$ cat src/rtl/arcade_input_pkg.sv
// Shared scancodes, joystick bit positions and player-control types for the arcade input front end.
package arcade_input_pkg;

  localparam logic [7:0] SC_UP    = 8'h75;
  localparam logic [7:0] SC_DOWN  = 8'h72;
  localparam logic [7:0] SC_LEFT  = 8'h6B;
  localparam logic [7:0] SC_RIGHT = 8'h74;
  localparam logic [7:0] SC_SPACE = 8'h29;
  localparam logic [7:0] SC_CTRL  = 8'h14;
  localparam logic [7:0] SC_F1    = 8'h05;
  localparam logic [7:0] SC_1     = 8'h16;
  localparam logic [7:0] SC_F2    = 8'h06;
  localparam logic [7:0] SC_2     = 8'h1E;
  localparam logic [7:0] SC_5     = 8'h2E;
  localparam logic [7:0] SC_6     = 8'h36;
  localparam logic [7:0] SC_R     = 8'h2D;
  localparam logic [7:0] SC_F     = 8'h2B;
  localparam logic [7:0] SC_D     = 8'h23;
  localparam logic [7:0] SC_G     = 8'h34;
  localparam logic [7:0] SC_A     = 8'h1C;
  localparam logic [7:0] SC_T     = 8'h2C;

  // Pad bits [4:0] already line up with player_ctrl_t {fire,up,down,left,right}
  localparam int JOY_START1 = 5;
  localparam int JOY_START2 = 6;
  localparam int JOY_COIN   = 7;

  typedef struct packed {
    logic fire;
    logic up;
    logic down;
    logic left;
    logic right;
  } player_ctrl_t;

  typedef struct packed {
    logic         p1_up;
    logic         p1_down;
    logic         p1_left;
    logic         p1_right;
    logic         p1_fire_space;
    logic         p1_fire_ctrl;
    logic         start1_f1;
    logic         start1_key;
    logic         start2_f2;
    logic         start2_key;
    logic         coin_5;
    logic         coin_6;
    player_ctrl_t p2;
    logic         test;
  } key_state_t;

  // Horizontal display: each output direction takes the input direction 90 degrees away
  function automatic player_ctrl_t remap(input player_ctrl_t c, input logic rot);
    player_ctrl_t r;
    r = c;
    if (rot) begin
      r.up    = c.left;
      r.down  = c.right;
      r.left  = c.down;
      r.right = c.up;
    end
    return r;
  endfunction

endpackage

$ cat src/rtl/arcade_input_ctrl_coin_pulse_gen.sv
// Stretches a rising edge of the coin request into a fixed-length coin pulse; edges during a pulse are dropped.
module coin_pulse_gen #(
  parameter int COIN_PULSE_CYC = 200000,
  parameter int CNT_W          = 18
) (
  input  logic clk_i,
  input  logic rst_i,
  input  logic req_i,
  output logic pulse_o
);

  localparam logic [CNT_W-1:0] LOAD = CNT_W'(COIN_PULSE_CYC);

  logic             req_prev_q;
  logic [CNT_W-1:0] cnt_q;
  logic [CNT_W-1:0] cnt_d;
  logic             pulse_q;

  always_comb begin
    cnt_d = cnt_q;
    if (cnt_q != '0) begin
      cnt_d = cnt_q - CNT_W'(1);
    end else if (req_i && !req_prev_q) begin
      cnt_d = LOAD;
    end
  end

  always_ff @(posedge clk_i or posedge rst_i) begin
    if (rst_i) begin
      req_prev_q <= 1'b0;
      cnt_q      <= '0;
      pulse_q    <= 1'b0;
    end else begin
      req_prev_q <= req_i;
      cnt_q      <= cnt_d;
      pulse_q    <= (cnt_q != '0);
    end
  end

  assign pulse_o = pulse_q;

endmodule

$ cat src/rtl/arcade_input_ctrl.sv
// Decodes PS/2 key events into held-key state, merges with both pads, applies rotation remap and drives coin pulse.
module arcade_input_ctrl
  import arcade_input_pkg::*;
#(
  parameter int COIN_PULSE_CYC = 200000,
  parameter int CNT_W          = 18
) (
  input  logic        clk_sys,
  input  logic        reset,
  input  logic [10:0] ps2_key,
  input  logic [15:0] joystick_0,
  input  logic [15:0] joystick_1,
  input  logic        rotate,
  output logic [4:0]  p1_ctrl,
  output logic [4:0]  p2_ctrl,
  output logic        start1,
  output logic        start2,
  output logic        coin1,
  output logic        test
);

  logic         old_tog_q;
  logic         primed_q;
  logic         key_evt;
  logic         pressed;
  logic         ext;
  logic [7:0]   code;
  key_state_t   keys_q;
  key_state_t   keys_d;
  player_ctrl_t p1_keys;
  player_ctrl_t p1_d;
  player_ctrl_t p2_d;
  player_ctrl_t p1_q;
  player_ctrl_t p2_q;
  logic         start1_q;
  logic         start2_q;
  logic         test_q;
  logic         coin_req_q;
  logic         unused_ok;

  // primed_q blocks a false event when the toggle bit is already high at reset release
  assign key_evt = primed_q && (ps2_key[10] != old_tog_q);
  assign pressed = ps2_key[9];
  assign ext     = ps2_key[8];
  assign code    = ps2_key[7:0];

  always_comb begin
    keys_d = keys_q;
    if (key_evt) begin
      case (code)
        SC_UP:    keys_d.p1_up    = pressed;
        SC_DOWN:  keys_d.p1_down  = pressed;
        SC_LEFT:  keys_d.p1_left  = pressed;
        SC_RIGHT: keys_d.p1_right = pressed;
        SC_SPACE: if (!ext) keys_d.p1_fire_space = pressed;
        SC_CTRL:  if (!ext) keys_d.p1_fire_ctrl  = pressed;
        SC_F1:    if (!ext) keys_d.start1_f1     = pressed;
        SC_1:     if (!ext) keys_d.start1_key    = pressed;
        SC_F2:    if (!ext) keys_d.start2_f2     = pressed;
        SC_2:     if (!ext) keys_d.start2_key    = pressed;
        SC_5:     if (!ext) keys_d.coin_5        = pressed;
        SC_6:     if (!ext) keys_d.coin_6        = pressed;
        SC_R:     if (!ext) keys_d.p2.up         = pressed;
        SC_F:     if (!ext) keys_d.p2.down       = pressed;
        SC_D:     if (!ext) keys_d.p2.left       = pressed;
        SC_G:     if (!ext) keys_d.p2.right      = pressed;
        SC_A:     if (!ext) keys_d.p2.fire       = pressed;
        SC_T:     if (!ext) keys_d.test          = pressed;
        default:  ;
      endcase
    end
  end

  always_comb begin
    p1_keys.fire  = keys_q.p1_fire_space | keys_q.p1_fire_ctrl;
    p1_keys.up    = keys_q.p1_up;
    p1_keys.down  = keys_q.p1_down;
    p1_keys.left  = keys_q.p1_left;
    p1_keys.right = keys_q.p1_right;
    p1_d = remap(player_ctrl_t'(p1_keys | joystick_0[4:0]), rotate);
    p2_d = remap(player_ctrl_t'(keys_q.p2 | joystick_1[4:0]), rotate);
  end

  always_ff @(posedge clk_sys or posedge reset) begin
    if (reset) begin
      old_tog_q  <= 1'b0;
      primed_q   <= 1'b0;
      keys_q     <= '0;
      p1_q       <= '0;
      p2_q       <= '0;
      start1_q   <= 1'b0;
      start2_q   <= 1'b0;
      test_q     <= 1'b0;
      coin_req_q <= 1'b0;
    end else begin
      old_tog_q  <= ps2_key[10];
      primed_q   <= 1'b1;
      keys_q     <= keys_d;
      p1_q       <= p1_d;
      p2_q       <= p2_d;
      start1_q   <= keys_q.start1_f1 | keys_q.start1_key |
                    joystick_0[JOY_START1] | joystick_1[JOY_START1];
      start2_q   <= keys_q.start2_f2 | keys_q.start2_key |
                    joystick_0[JOY_START2] | joystick_1[JOY_START2];
      test_q     <= keys_q.test;
      coin_req_q <= keys_q.coin_5 | keys_q.coin_6 |
                    joystick_0[JOY_COIN] | joystick_1[JOY_COIN];
    end
  end

  coin_pulse_gen #(
    .COIN_PULSE_CYC (COIN_PULSE_CYC),
    .CNT_W          (CNT_W)
  ) u_coin (
    .clk_i   (clk_sys),
    .rst_i   (reset),
    .req_i   (coin_req_q),
    .pulse_o (coin1)
  );

  assign p1_ctrl = p1_q;
  assign p2_ctrl = p2_q;
  assign start1  = start1_q;
  assign start2  = start2_q;
  assign test    = test_q;

  assign unused_ok = ^{joystick_0[15:8], joystick_1[15:8]};

endmodule

$ cat config.mk
export PLATFORM = sky130hd
export DESIGN_NAME = arcade_input_ctrl
export DESIGN_NICKNAME = d
export VERILOG_FILES = /design/src/rtl/arcade_input_pkg.sv /design/src/rtl/arcade_input_ctrl_coin_pulse_gen.sv /design/src/rtl/arcade_input_ctrl.sv
export SDC_FILE = /design/constraint.sdc
export NUM_CORES = 1
export LEC_CHECK = 0
export ABC_AREA = 1
export CAP_MARGIN = 10
export CORE_MARGIN = 1.5
export CORE_UTILIZATION = 32
export CTS_BUF_LIST = sky130_fd_sc_hd__clkbuf_16
export DETAILED_ROUTE_END_ITERATION = 12
export SLEW_MARGIN = 40
export SYNTH_ARGS = -nofsm -noshare
export SYNTH_HDL_FRONTEND = slang
export SYNTH_SLANG_ARGS = --single-unit
$ cat constraint.sdc
create_clock -name clk_sys -period 2.3 [get_ports clk_sys]
set_clock_uncertainty 0.2 [all_clocks]
set_input_delay 0.46 -clock clk_sys [delete_from_list [all_inputs] [get_ports clk_sys]]
set_output_delay 0.46 -clock clk_sys [all_outputs]
set_load 0.05 [all_outputs]
==> out/results.tsv <==
stage	metric	value	unit
status	status	complete, no violations	
power_and_ir_drop	leakage	1.520	nW
floorplanning	full die area	0.008970	mm²
critical_path	critical-path cell list	clkdlybuf4s50_1	
power_and_ir_drop	Max IR drop VDD	0.3339	mV
floorplanning	FP Rows	33	
yosys	Distinct cells, synth	30	
sta	Max Slew Vio Count	0	
job	Max-Cap Viols	0	
critical_path	Req. time, crit path	1640	ps
power_and_ir_drop	switch share	0.3338	
drt	Metal-1 WL	2629	µm
sta	Fin Setup TNS	0	ps
min_path	Hold Crit Class	reg2reg	
yosys	Synth Area in XOR/XNOR	0.01627	
yosys	register area share after synthesis	0.5021	
critical_path	r2r endpoint	u_coin.cnt_q[6]	
yosys	cell area after synthesis	0.002691	mm²
sta	Hold WS	178.6	ps
clocking	worst-skew pair later-pin latency	300	ps
placed_design	Port Buffers	43	
yosys	simple-gate share of the synthesized area	0.3515	
clocking	setup bufs post-CTS	0	
sta	Rel. slew slack	0.6469	
cells_and_area	Nets	424	
cells_and_area	fill cell count	803	
sta	actual slew at the worst max-slew pin	529.1	ps
drt	Initial DRT Pass Iterations	4	
floorplanning	Core Box Area	0.008175	mm²
drt	Max Used Layer	met4	
yosys	combinational family with the most area after synthesis	simple AND/OR/NAND/NOR gates	
drt	met3 WL	238	µm
min_path	Min-Delay Startpoint	coin_req_q	
drt	detailed-route vias per instance	4.519	
power_and_ir_drop	Pwr Density	743.4	mW/mm²
yosys	syn avg cell area	8.230	µm²
cells_and_area	Area Overhead vs Synth	27.52	%
yosys	yosys warns	0	
drt	ANT nets after route	0	
critical_path	r2r startpoint	u_coin.cnt_q[0]	
clocking	H-tree depth	2	
floorplanning	IO Pins	60	
clocking	Clock Tree Root	clkbuf_16	
yosys	Post-Syn Nets	375	
sta	Max Clock Freq	477.9	MHz
sta	Setup-failing EPs final	0	
clocking	Clock Path Buffers	2	
drt	1st-iter DRT viols	73	
power_and_ir_drop	internal power	1.700	mW
floorplanning	Die Width	94.71	µm
clocking	Resize count post-CTS	0	
yosys	Yosys reg bits	54	
sta	Tcrit/Tclk final	0.9097	
drt	Routed Wire Length	5623	µm
clocking	clk slew on worst S/H paths	80	ps
cells_and_area	fin cells	482	
yosys	Mapped Cells	327	
floorplanning	height of the chip	94.71	µm
critical_path	Setup CP Type	reg2out	
clocking	CTS Buf Count	5	
critical_path	Register-to-Register Path Depth	9	
sta	count of final hold-check violations	0	
min_path	Hold Path Sink	u_coin.req_prev_q	
placed_design	Placed Instances	474	
critical_path	r2r setup slk	610	ps
global_routing	largest net degree at the start of global routing	55	
floorplanning	Initial Utilization	0.3292	
critical_path	critical-path maximum fanout	1	
cells_and_area	area of the multi-input gates	0.001196	mm²
power_and_ir_drop	Seq pwr share	0.438	
critical_path	crit path DAT	1430	ps
cells_and_area	register area	0.001351	mm²
critical_path	CP max stage delay	800	ps
sta	Tmin final	2092	ps
cells_and_area	share of cells above drive strength 1	0.1008	
power_and_ir_drop	clock share of power	0.310	
global_routing	initial antenna violation count	0	
yosys	post-synthesis adder-cell area fraction	0.009298	
power_and_ir_drop	NetSw	0.8517	mW
clocking	# hold bufs at CTS	0	
min_path	Worst Hold Path Cells	0	
clocking	CTS tree	yes	
global_routing	Congestion Overflow GR	0	
critical_path	Startpoint Class	flip-flop	
cells_and_area	Antenna Cells	0	
clocking	clock sink count	54	
placed_design	post-DP HPWL	4208	µm
yosys	post-synthesis mux area share	0	
critical_path	CP Capture Type	output port	
global_routing	overall global routing resource usage	0.1435	
drt	DRC viols	0	
sta	RSZ-0062 raised after global routing	no	
critical_path	Buf+Inv Stages, Crit Path	1	
yosys	Compound-Gate Fraction of Synth Area	0.06602	
critical_path	Slowest-stage cell, CP	clkdlybuf4s50_1	
global_routing	vias in the first global route	2189	
placed_design	GP Congestion	0.8903	
global_routing	first-pass GRT wire length	9942	µm
critical_path	WP depth	1	
drt	metal2 WL	2729	µm
power_and_ir_drop	combinational power share	0.253	
critical_path	CP top delay family	buffers and inverters	
drt	routed length per instance	11.67	µm
drt	vias	2178	
registers in the layout, indices dropped and copies added, names as in the netlist:
signal	count
p2_ctrl	5
coin_req_q	1
u_coin.req_prev_q	1
start2	1
keys_q	18
old_tog_q	1
p1_ctrl	5
primed_q	1
test	1
u_coin.pulse_o	1
start1	1
u_coin.cnt_q	18
cell usage after synthesis, drive strengths merged:
cell,n,area [µm²]
a21oi,7,35.03
buf,1,7.510
clkbuf,2,7.510
clkinv,1,8.760
conb,1,3.750
dfrtp,54,1351
ha,2,25.02
inv,32,120.1
nand2,80,317.8
nand3,36,207.7
nand3b,3,22.52
nor2,54,270.3
nor3,14,80.08
o21ai,27,135.1
o31ai,1,7.510
or2,3,18.77
or3,1,6.260
or4,3,22.52
xnor2,3,26.28
xor2,2,17.52
per-stage QoR:
step | instance area, µm² | setup WS [ps] | power (mW) | util
3_3_place_gp | 3278 | 196.5 | 1.771 | 0.4010
4_1_cts | 3432 | 178.8 | 2.587 | 0.4198
5_1_grt | 3432 | 152.8 | 2.731 | 0.4198
6_report | 3432 | 207.7 | 2.551 | 0.4198
3_5_place_dp | 3278 | 121.2 | 1.781 | 0.4010
2_1_floorplan | 2691 | 325.4 | 1.591 | -
placed cells by master, fill, tap and decap left out:
master | netlist | final
nor2_1 | 39 | 39
nand2_1 | 77 | 77
o21ai_0 | 15 | 15
inv_8 | 0 | 1
nand2_4 | 2 | 2
dfrtp_1 | 54 | 54
o21ai_1 | 12 | 12
or2_2 | 1 | 1
o31ai_1 | 1 | 1
nor2_4 | 6 | 6
conb_1 | 1 | 1
nor3_1 | 12 | 12
ha_1 | 2 | 2
nand3_1 | 32 | 32
buf_12 | 0 | 2
or4_1 | 3 | 3
nand3_4 | 1 | 1
or3_1 | 1 | 1
xor2_1 | 2 | 2
nand3b_1 | 3 | 3
clkdlybuf4s50_1 | 0 | 43
xnor2_1 | 3 | 3
or2_0 | 2 | 2
nand2_2 | 1 | 1
inv_6 | 0 | 1
inv_2 | 1 | 2
a21oi_1 | 7 | 7
nand3_2 | 3 | 3
nor2_2 | 9 | 9
clkinv_4 | 1 | 2
clkbuf_16 | 0 | 5
inv_1 | 31 | 30
nor3_2 | 2 | 2
kinds of logic after synthesis:
logic type / count (synthesis)
adders and majority gates: 2
other: 1
DFF: 54
and+or+nand+nor: 194
buffers and inverters: 36
xor gates and xnor gates: 5
AOI/OAI and AO/OA: 35
metal layers:
layer / track usage / vias to the layer above
met5: 0 / -
met4: 0.03607 / 0
met3: 0.04509 / 2
met2: 0.2387 / 39
met1: 0.1800 / 984
li1: - / 1153
power by group through the flow:
| stage | Clock (mW) | Sequential, mW | Combinational [mW] |
|---|---|---|---|
| finish | 0.790 | 1.12 | 0.644 |
| global route | 0.866 | 1.13 | 0.733 |
| CTS | 0.820 | 1.12 | 0.650 |
| detailed placement | 0 | 1.13 | 0.646 |
| global placement | 0 | 1.13 | 0.636 |
| floorplan | 0 | 1.17 | 0.420 |
area by class of cell:
class,count,area share
Timing Repair Buffer,45,0.1371
Sequential cell,54,0.3937
Clock buffer,5,0.03646
Inverter,33,0.03755
Multi-Input combinational cell,237,0.3485
Clock inverter,3,0.008385
Tap cell,105,0.03828
how the worst max path moves through the flow:
stage | startpoint | endpoint | slack, ps
after floorplan | reset | coin_req_q | 330
after global placement | ps2_key[2] | keys_q[12] | 200
after detailed placement | ps2_key[2] | keys_q[1] | 120
after CTS | p1_ctrl[2] | p1_ctrl[2] | 180
after global routing | p1_ctrl[2] | p1_ctrl[2] | 150
final | p1_ctrl[2] | p1_ctrl[2] | 210
Note: power is estimated with default switching activity, not from simulation.
